`config.mk`:
```
export PLATFORM = sky130hd
export DESIGN_NAME = demux_1x64_scan
export DESIGN_NICKNAME = d
export VERILOG_FILES = /design/src/rtl/demux_1x64_scan.sv
export SDC_FILE = /design/constraint.sdc
export NUM_CORES = 1
export LEC_CHECK = 0
export CORE_ASPECT_RATIO = 0.6
export CORE_UTILIZATION = 52
export CTS_CLUSTER_DIAMETER = 80
export CTS_CLUSTER_SIZE = 28
export DETAILED_ROUTE_END_ITERATION = 16
export PLACE_DENSITY = 0.9
export SLEW_MARGIN = 20
export SYNTH_ARGS = -nofsm -noshare
export SYNTH_HDL_FRONTEND = slang
export SYNTH_SLANG_ARGS = --single-unit
export TNS_END_PERCENT = 10
```
`constraint.sdc`:
```
create_clock -name clk -period 1.6 [get_ports clk]
set_input_delay 0.32 -clock clk [delete_from_list [all_inputs] [get_ports clk]]
set_output_delay 0.32 -clock clk [all_outputs]
set_load 0.02 [all_outputs]
```
`src/rtl/demux_1x64_scan.sv`:
```
// Serial-to-lane scan demux: 64 bits on d/v are routed to y[s], y[s+1], ... (mod 64).
// Define DEMUX_PARITY_EN to add a trailing even-parity bit checked against y.
module demux_1x64_scan (
    input  logic        clk,
    input  logic        rst,
    input  logic        start,
    input  logic [5:0]  s,
    input  logic        d,
    input  logic        v,
    output logic [63:0] y,
    output logic        busy,
    output logic        done,
    output logic        perr
);

    typedef enum logic [1:0] {
        IDLE   = 2'd0,
        SHIFT  = 2'd1,
`ifdef DEMUX_PARITY_EN
        PARITY = 2'd2,
`endif
        DONE   = 2'd3
    } state_t;

    state_t      state, state_nx;
    logic [5:0]  idx;
    logic [6:0]  count;
`ifdef DEMUX_PARITY_EN
    logic        perr_q;
`endif

    always_ff @(posedge clk) begin
        if (rst) state <= IDLE;
        else     state <= state_nx;
    end

    always_comb begin
        state_nx = state;
        case (state)
            IDLE:  if (start) state_nx = SHIFT;
            SHIFT: begin
                if (v && count == 7'd63) begin
`ifdef DEMUX_PARITY_EN
                    state_nx = PARITY;
`else
                    state_nx = DONE;
`endif
                end
            end
`ifdef DEMUX_PARITY_EN
            PARITY: if (v) state_nx = DONE;
`endif
            DONE:    state_nx = IDLE;
            default: state_nx = IDLE;
        endcase
    end

    // Lane register and scan bookkeeping; y is left untouched after DONE until the next start.
    always_ff @(posedge clk) begin
        if (rst) begin
            y     <= '0;
            idx   <= '0;
            count <= '0;
`ifdef DEMUX_PARITY_EN
            perr_q <= 1'b0;
`endif
        end else begin
            case (state)
                IDLE: begin
                    if (start) begin
                        y     <= '0;
                        idx   <= s;
                        count <= '0;
`ifdef DEMUX_PARITY_EN
                        perr_q <= 1'b0;
`endif
                    end
                end
                SHIFT: begin
                    if (v) begin
                        y[idx] <= d;
                        idx    <= idx + 6'd1;
                        count  <= count + 7'd1;
                    end
                end
`ifdef DEMUX_PARITY_EN
                PARITY: if (v) perr_q <= d ^ (^y);
`endif
                default: ;
            endcase
        end
    end

    always_comb begin
        busy = (state == SHIFT);
`ifdef DEMUX_PARITY_EN
        if (state == PARITY) busy = 1'b1;
`endif
        done = (state == DONE);
`ifdef DEMUX_PARITY_EN
        perr = done & perr_q;
`else
        perr = 1'b0;
`endif
    end

endmodule

```
Word level (Yosys, flattened, before mapping)

Index checks and enable logic that the tools add are counted.

Magnitude comparators: 2
Add/subtract/negate cells: 2
Reduce and logical (&&, ||, !) cells: 6
Mux-type cells: 15
Equality and inequality tests: 6

Operators by type and width:

| operator                                                                             | number |
|---|---|
| 64-bit two-way mux                                                                   | 2 |
| 64-bit case mux with 2 select lines                                                  | 1 |
| 64-bit bitwise mux                                                                   | 1 |
| 7-bit two-way mux                                                                    | 2 |
| 7-bit case mux with 2 select lines                                                   | 1 |
| 6-bit two-way mux                                                                    | 2 |
| 6-bit case mux with 2 select lines                                                   | 1 |
| 7-bit by 1-bit adder with 7-bit output (second input constant)                       | 1 |
| 7-bit by 6-bit equality test with 1-bit output (second input constant)               | 1 |
| 6-bit by 7-bit less-than comparator with 1-bit output (second input constant)        | 1 |
| 6-bit by 1-bit adder with 6-bit output (second input constant)                       | 1 |
| 1-bit demux with 6-bit select                                                        | 1 |
| 6-bit by 1-bit greater-or-equal comparator with 1-bit output (second input constant) | 1 |
| 2-bit two-way mux                                                                    | 2 |
| 2-bit inequality test (second input constant)                                        | 2 |
| 2-bit case mux with 2 select lines                                                   | 1 |
| 3-bit AND reduction                                                                  | 1 |
| 2-bit by 1-bit equality test with 1-bit output (second input constant)               | 1 |
| 2-bit equality test (second input constant)                                          | 1 |
| 1-bit logical AND                                                                    | 2 |
| 2-bit zero test                                                                      | 1 |
| 2-bit by 1-bit inequality test with 1-bit output (second input constant)             | 1 |
| 2-bit AND reduction                                                                  | 1 |
| 2-bit nonzero test                                                                   | 1 |
| 1-bit two-way mux                                                                    | 1 |

Input bits: 11
Flip-flop bits (word level): 79

Longest topological paths before layout

Gate-level depths: netlist of the first run.

Depth in word-level cells: 7
Gate-level depth with buffers: 6

Least setup slack after synthesis of the first run

OpenSTA, ideal clock, no wires.

Kind: register -> output
Start point: register state[1]
End point: output port done
Stages on the path, launching flop included: 5
Path slack: 0.127 ns
Required time: 1.280 ns
Arrival time: 1.153 ns
Buffers on the path: 3
Cell sequence: dfxtp_1 buf_6 buf_2 clkbuf_1 and2_1

Cells in the longest elaborated chain, start to end: 1

Ends and longest elaborated chain:

| item                   | line | text |
|---|---|---|
| from (decl)            | 25   | `state_t state, state_nx;` |
| from (signal assigned) | 34   | `else state <= state_nx;` |
| 2-bit equality test    | 99   | `done = (state == DONE);` |
| to (decl)              | 12   | `output logic done,` |

No other way between the ends.

Final worst setup path of the first run

Start point: register idx[1]
End point: register y[18]

Cells in the longest elaborated chain, start to end: 7
Elaborated cells between the ends (all ways): 8

Ends and longest elaborated chain:

| item                                                                                                                                                               | line | text |
|---|---|---|
| from (decl)                                                                                                                                                        | 26   | `logic [5:0] idx;` |
| from (signal assigned)                                                                                                                                             | 72   | `idx <= s;` |
| from (signal assigned)                                                                                                                                             | 82   | `idx <= idx + 6'd1;` |
| 6-bit by 7-bit less-than comparator with 1-bit output (implied by the code) / 6-bit by 1-bit greater-or-equal comparator with 1-bit output (equally long branches) | 81   | `y[idx] <= d;` |
| 1-bit logical AND (implied by the code)                                                                                                                            | 81   |  |
| 1-bit two-way mux (implied by the code)                                                                                                                            | 81   |  |
| 1-bit demux with 6-bit select *                                                                                                                                    | 81   |  |
| 64-bit bitwise mux *                                                                                                                                               | 81   |  |
| 64-bit two-way mux *                                                                                                                                               | 80   | `if (v) begin` |
| 64-bit case mux with 2 select lines *                                                                                                                              | 68   | `case (state)` |
| to (signal assigned)                                                                                                                                               | 61   | `y <= '0;` |
| to (signal assigned)                                                                                                                                               | 71   | `y <= '0;` |
| to (signal, indexed assignment)                                                                                                                                    | 81   |  |
| to (decl)                                                                                                                                                          | 10   | `output logic [63:0] y,` |

Every way passes the cells marked *; elsewhere a longest branch is shown, timed or not. The select of a mux whose other input is x is not followed.
A chain may end at the register's enable or synchronous reset.

==> results of run 1 <==
==> synthesized netlist by cell type, types with 2 or more instances <==
master    number
buf_4          5
o211ai_1      92
o31ai_1        3
nor3b_2        4
nor2b_1        5
buf_2         19
ha_1           2
or4_1          3
buf_6          3
inv_1         28
and3_1         3
nand2_1        8
o221ai_1       6
nor3b_1        3
nand3b_1       8
or3_1          2
a221oi_2       3
or3b_2         2
dfxtp_1       79
mux2i_1       26
nand4_1       17
o21ai_0        5
a21oi_1       10
nand3_1       57
or3b_1         5
and3b_1        4
nor2_1         2
buf_1          3
nand4_2        3
clkbuf_1      22
==> power groups by stage <==
stage	Sequential (W)	Combinational, W	Clock [W]
after floorplan	0.00205	0.000374	0
after global placement	0.00207	0.000563	0
after detailed placement	0.00207	0.000583	0
after CTS	0.00203	0.000595	0.00238
after global routing	0.00203	0.000655	0.00246
final	0.00203	0.000624	0.00236
==> cells in the final DEF (no fill, tap or decap), types with 3 or more instances in the layout <==
master	Yosys	final
o211ai_1	92	92
dfxtp_1	79	74
dlygate4sd2_1	0	62
nand3_1	57	57
inv_1	28	28
buf_4	5	28
mux2i_1	26	26
nand4_1	17	17
a21oi_1	10	10
clkbuf_16	0	9
clkdlybuf4s50_1	0	9
nand2_1	8	8
nand3b_1	8	8
buf_12	0	8
o221ai_1	6	6
o21ai_0	5	5
or3b_1	5	4
and3b_1	4	4
nor2b_1	5	4
dfxtp_2	0	4
nor3b_2	4	3
a221oi_2	3	3
nor3b_1	3	3
o31ai_1	3	3
or4_1	3	3
nand4_4	0	3
bufinv_16	0	3
dlymetal6s2s_1	0	3
buf_6	3	3
==> worst min path at each step <==
| stage | slack [ns] | end | depth (start not counted) | startpoint |
|---|---|---|---|---|
| finish | 0.48 | y[17] | 2 | y[17] |
| global route | 0.50 | y[10] | 2 | y[10] |
| detailed placement | 0.46 | y[13] | 2 | y[13] |
| global placement | 0.46 | y[18] | 2 | y[18] |
| floorplan | 0.45 | count[6] | 2 | count[6] |
| CTS | 0.47 | y[13] | 2 | y[13] |
==> area by class of cell <==
cell class                 count  area (µm²)
inverter                      28         105
fill                         564        1980
tap                          104         130
clock inverter                 6         109
multi-input combinational    298        2270
sequential                    79        1590
clock buffer                  10         229
timing repair buffer         115        1090
==> tightest hold or removal path, delay by kind of cell, from the launching register on <==
kind / cells / cell delay, ns
and+or+nand+nor: 1 / 0.06
DFF: 1 / 0.31
muxes: 1 / 0.06
==> through the flow <==
stage / util [%] / setup slack (ns)
3_5_place_dp: 69.1 / -0.293
5_1_grt: 73.6 / -0.0593
6_report: 73.6 / -0.0125
4_1_cts: 73.1 / 0.00358
2_1_floorplan: - / 0.127
3_3_place_gp: 69.1 / -0.257
==> kinds of logic after synthesis <==
| group | count (synthesis) | synth area share (%) |
|---|---|---|
| buffers and inverters | 80 | 8.77 |
| AND/OR/NAND/NOR | 139 | 22.6 |
| adder cells (fa/ha/maj) | 2 | 0.601 |
| other | 1 | 0.0900 |
| AO/OA/AOI/OAI | 128 | 23.2 |
| multiplexers | 28 | 6.85 |
| flip-flops | 79 | 38.0 |
==> state kept, by name, summed over array words and instances, names as in the netlist <==
name / cells
count: 7
state: 2
idx: 6
y: 64
==> routing by layer <==
metal	up-vias	global-route usage [%]	wire (µm)
li1	1898	-	-
met3	39	9.63	1450
met5	-	0	0
met2	276	52.4	6080
met1	2116	43.7	5630
met4	0	11.8	321
==> what timing repair did <==
item,4_1_cts,5_1_grt
setup endpoints to repair,132,45
pin swaps,0,4
hold endpoints to repair,0,0
gates resized for setup,75,14
setup buffers,0,1
==> flow_metrics.env, run 1 <==
export IMPL_cts_tree="done"
export IMPL_r2r_slack_ns=-0.01
export IMPL_tns_ns=-0.0125
export IMPL_first_pass_iters=5
export IMPL_routed_wl_um=13500
export IMPL_crit_path_end_kind="register"
export IMPL_yosysWarnings=0
export IMPL_cts_buffers_inserted=9
export IMPL_cts_buffer_depth=2
export IMPL_p_seq_share_pct=40.5
export IMPL_crit_family="simple AND/OR/NAND/NOR gates"
export IMPL_cts_num_sinks=79
export IMPL_finalNetCount=544
export IMPL_slowest_stage="dfxtp_1"
export IMPL_setup_violations_final=1
export IMPL_drv_cap=0
export IMPL_dieArea_um2=8380
export IMPL_gp_congestion=0.863
export IMPL_p_sw_share_pct=25.2
export IMPL_required_ns=1.83
export IMPL_period_needed_ns=1.61
export IMPL_cts_hold_buf=0
export IMPL_antenna_found_initial=0
export IMPL_grt_max_degree=48
export IMPL_finClkSkew_ns=0.00727
export IMPL_viasPerCell=6.76
export IMPL_clk_latency_ns=0.34
export IMPL_grt_remaining_overflow=0
export IMPL_fp_dieH_um=71.3
export IMPL_drv_slew=0
export IMPL_fmax_mhz=620
export IMPL_vias=4329
export IMPL_synth_seq_cells=79
export IMPL_ant_nets=0
export IMPL_r2r_end="y[18]"
export IMPL_start_util_pct=55.5
export IMPL_cts_root_buf="clkbuf_16"
export IMPL_max_stage_delay_ns=0.50
export IMPL_placed_cells=623
export IMPL_io_buffers=76
export IMPL_synth_edf_count=0
export IMPL_first_iter_violations=416
export IMPL_rsz0062_at_grt="yes"
export IMPL_syn2layout_area_growth_pct=32.6
export IMPL_p_per_area_nw_per_um2=909
export IMPL_layout_drive_gt1_share_pct=15.9
export IMPL_fin_ws_ns=-0.0125
export IMPL_path_cells="buf_4, nor3b_2, nand4_1, mux2i_1"
export IMPL_grt_pass1_wl_um=21600
export IMPL_num_rows=24
export IMPL_diodes=0
export IMPL_stdcell_count=640
export IMPL_p_int_w=0.00375
export IMPL_path_buf_inv=1
export IMPL_ios=78
export IMPL_power_w=0.00502
export IMPL_p_comb_share_pct=12.4
export IMPL_hold_ws_ns=0.477
export IMPL_wire_per_inst_um=21.1
export IMPL_synth_top_area_share_pct=38.0
export IMPL_worstSetupStartpoint="idx[1]"
export IMPL_drc=0
export IMPL_synthCells=457
export IMPL_hpwl_um=9030
export IMPL_syn_num_nets=470
export IMPL_avgSynthCellArea_um2=9.11
export IMPL_synthTopCellsByArea="dfxtp_1 38%, o211ai_1 17%, nand3_1 6.8%"
export IMPL_die_w_um=118
export IMPL_ff2ff_path_depth=4
export IMPL_worstPathMaxFanout=10
export IMPL_hold_viol=0
export IMPL_p_clk_share_pct=47.1
export IMPL_cts_clk_slew_worst_paths_ns=0.06
export IMPL_path_class="register to register"
export IMPL_fin_crit_sh_pct=101
export IMPL_endpoint="y[18]"
export IMPL_cp_arrival_ns=1.84
export IMPL_post_route_cell_area_um2=5520
export IMPL_ir_drop_mv=0.638
export IMPL_cp_start_kind="register"
export IMPL_hold_class="register to register"
export IMPL_grt_pass1_vias=4144
export IMPL_detailed_place_area_um2=5190
export IMPL_synthFlopType="dfxtp_1"
export IMPL_status="complete, but fails checks"
export IMPL_p_leak_nw=2.31
export IMPL_synth_area_um2=4170
export IMPL_core_area_um2=7510
export IMPL_synth_top_area_cell="dfxtp_1"
export IMPL_async_reset_ff_share_pct=0
export IMPL_grtUsageTotal_pct=33.2
export IMPL_ys_types=55
export IMPL_seq_area_frac_synth_pct=38.0
export IMPL_violations="setup timing"
export IMPL_crit_cells=4
export IMPL_htree_levels=3
export IMPL_rr_startpoint="idx[1]"
export IMPL_power_switching_w=0.00127
Note: power is estimated with default switching activity, not from simulation.
==> run 2, diff against run 1 <==
- CORE_UTILIZATION: 52 -> 45
- PLACE_DENSITY: 0.9 -> 0.8
==> flow_metrics.env, run 2 (synthesis results as in run 1) <==
export IMPL_cp_arrival_ns=1.82
export IMPL_cts_root_buf="clkbuf_16"
export IMPL_wl_met2_um=5730
export IMPL_die_w_um=126
export IMPL_fmax_mhz=642
export IMPL_worstPathMaxFanout=26
export IMPL_ios=78
export IMPL_drv_slew=0
export IMPL_drc=0
export IMPL_largest_reg_flops=64
export IMPL_status="completed"
export IMPL_hold_viol=0
export IMPL_ant_nets=0
export IMPL_rsz0062_at_grt="yes"
export IMPL_post_cts_repair_setup_buffers=0
export IMPL_cts_num_sinks=79
export IMPL_fin_ws_ns=0.0427
export IMPL_cts_tree="done"
export IMPL_detailed_place_area_um2=5220
export IMPL_period_needed_ns=1.56
export IMPL_finalNetCount=549
export IMPL_cp_start_kind="register"
export IMPL_first_pass_iters=4
export IMPL_htree_levels=3
export IMPL_hold_class="input pin to register"
export IMPL_wire_per_inst_um=19.5
export IMPL_setup_violations_final=0
export IMPL_grt_pass1_vias=4020
export IMPL_num_rows=26
export IMPL_viasPerCell=6.38
export IMPL_placed_cells=637
export IMPL_drv_cap=0
export IMPL_cts_buffer_depth=2
export IMPL_dieArea_um2=9660
export IMPL_gp_congestion=0.904
export IMPL_post_place_ws_ns=-0.283
export IMPL_required_ns=1.86
export IMPL_wl_met1_um=5720
export IMPL_start_util_pct=47.6
export IMPL_final_core_util_pct=62.6
export IMPL_antenna_found_initial=0
export IMPL_top_layer="met4"
export IMPL_crit_path_end_kind="register"
export IMPL_p_leak_nw=2.36
export IMPL_routed_wl_um=12700
export IMPL_vias=4158
export IMPL_p_int_w=0.00328
export IMPL_ir_drop_mv=0.483
export IMPL_clk_latency_ns=0.34
export IMPL_power_switching_w=0.00121
export IMPL_post_route_cell_area_um2=5480
export IMPL_hpwl_um=8880
export IMPL_first_iter_violations=461
export IMPL_syn2layout_area_growth_pct=31.5
export IMPL_p_seq_share_pct=45.2
export IMPL_p_clk_share_pct=40.6
export IMPL_layout_drive_gt1_share_pct=16.7
export IMPL_finClkSkew_ns=0.00682
export IMPL_fp_dieH_um=76.5
export IMPL_p_sw_share_pct=27.0
export IMPL_diodes=0
export IMPL_p_per_area_nw_per_um2=819
export IMPL_fin_crit_sh_pct=97.3
export IMPL_grt_remaining_overflow=0
export IMPL_mostFrequentLayoutCell="o211ai_1"
export IMPL_grt_pass1_wl_um=20800
export IMPL_p_comb_share_pct=14.1
export IMPL_stdcell_count=652
export IMPL_cts_buffers_inserted=9
export IMPL_grt_max_degree=40
export IMPL_largestRegisters="y x64, count x7, idx x6"
export IMPL_cts_clk_slew_worst_paths_ns=0.06
export IMPL_final_cell_mix="92 x o211ai_1, 74 x dfxtp_1, 57 x nand3_1, 57 x dlygate4sd2_1, 36 x buf_4"
export IMPL_io_buffers=76
export IMPL_grtUsageTotal_pct=27.4
export IMPL_top_register="y"
export IMPL_tns_ns=0
export IMPL_met3_length_um=1080
export IMPL_core_area_um2=8750
export IMPL_path_class="register to register"
==> run 2: cell count changes in the layout (fill, tap and decap cells not counted), sizes merged <==
cell          previous run  this run
clkinv                   3         4
dlymetal6s2s             3         8
inv                     28        27
clkinvlp                 0         1
dlygate4sd2             62        57
bufinv                   3         0
clkbuf                  10        12
buf                     40        44
==> run 2: layout make-up <==
type	instances	area, µm²
Clock buffer	11	233
Clock inverter	4	23.8
Fill cell	722	3280
Inverter	28	109
Multi-Input combinational cell	298	2260
Sequential cell	79	1590
Tap cell	112	140
Timing Repair Buffer	120	1120
==> run 2: metrics by stage <==
stage	hold slack (ns)	power, W
3_3_place_gp	0.460	0.00264
6_report	0.434	0.00449
5_1_grt	0.479	0.00463
2_1_floorplan	0.449	0.00242
3_5_place_dp	0.466	0.00266
4_1_cts	0.475	0.00447
==> run 2: power groups by stage <==
| stage | logic, W | clock network, W | registers [W] |
|---|---|---|---|
| floorplan | 0.000374 | 0 | 0.00205 |
| global placement | 0.000579 | 0 | 0.00206 |
| detailed placement | 0.000597 | 0 | 0.00206 |
| CTS | 0.000601 | 0.00185 | 0.00202 |
| global route | 0.000672 | 0.00193 | 0.00203 |
| finish | 0.000634 | 0.00182 | 0.00203 |
==> run 2: path summary, 6_finish.rpt <==
kind,startpoint,to,depth (start not counted),slack [ns]
worst min register to register,y[3],y[3],2,0.47
worst min-delay path,start,state[0],3,0.43
worst max register to register,state[0],y[18],5,0.04
worst max-delay path,state[0],y[18],5,0.04
==> run 2: repair_timing <==
item	CTS	global route
gates resized for setup	63	26
setup endpoints to repair	70	66
pin swaps	0	0
hold buffers	0	0
==> run 2: layer usage <==
layer  track usage [%]  vias to the layer above
met5                 0                        -
met4              9.16                        0
met3              7.30                       28
met2              41.5                      203
met1              37.7                     2022
li1                  -                     1905
==> run 2: worst max-delay path: stages, from the launching register on <==
cell     delay (ns)
dfxtp_2        0.37
buf_6          0.17
mux2_2         0.40
buf_12         0.17
nand4_1        0.15
mux2i_1        0.21
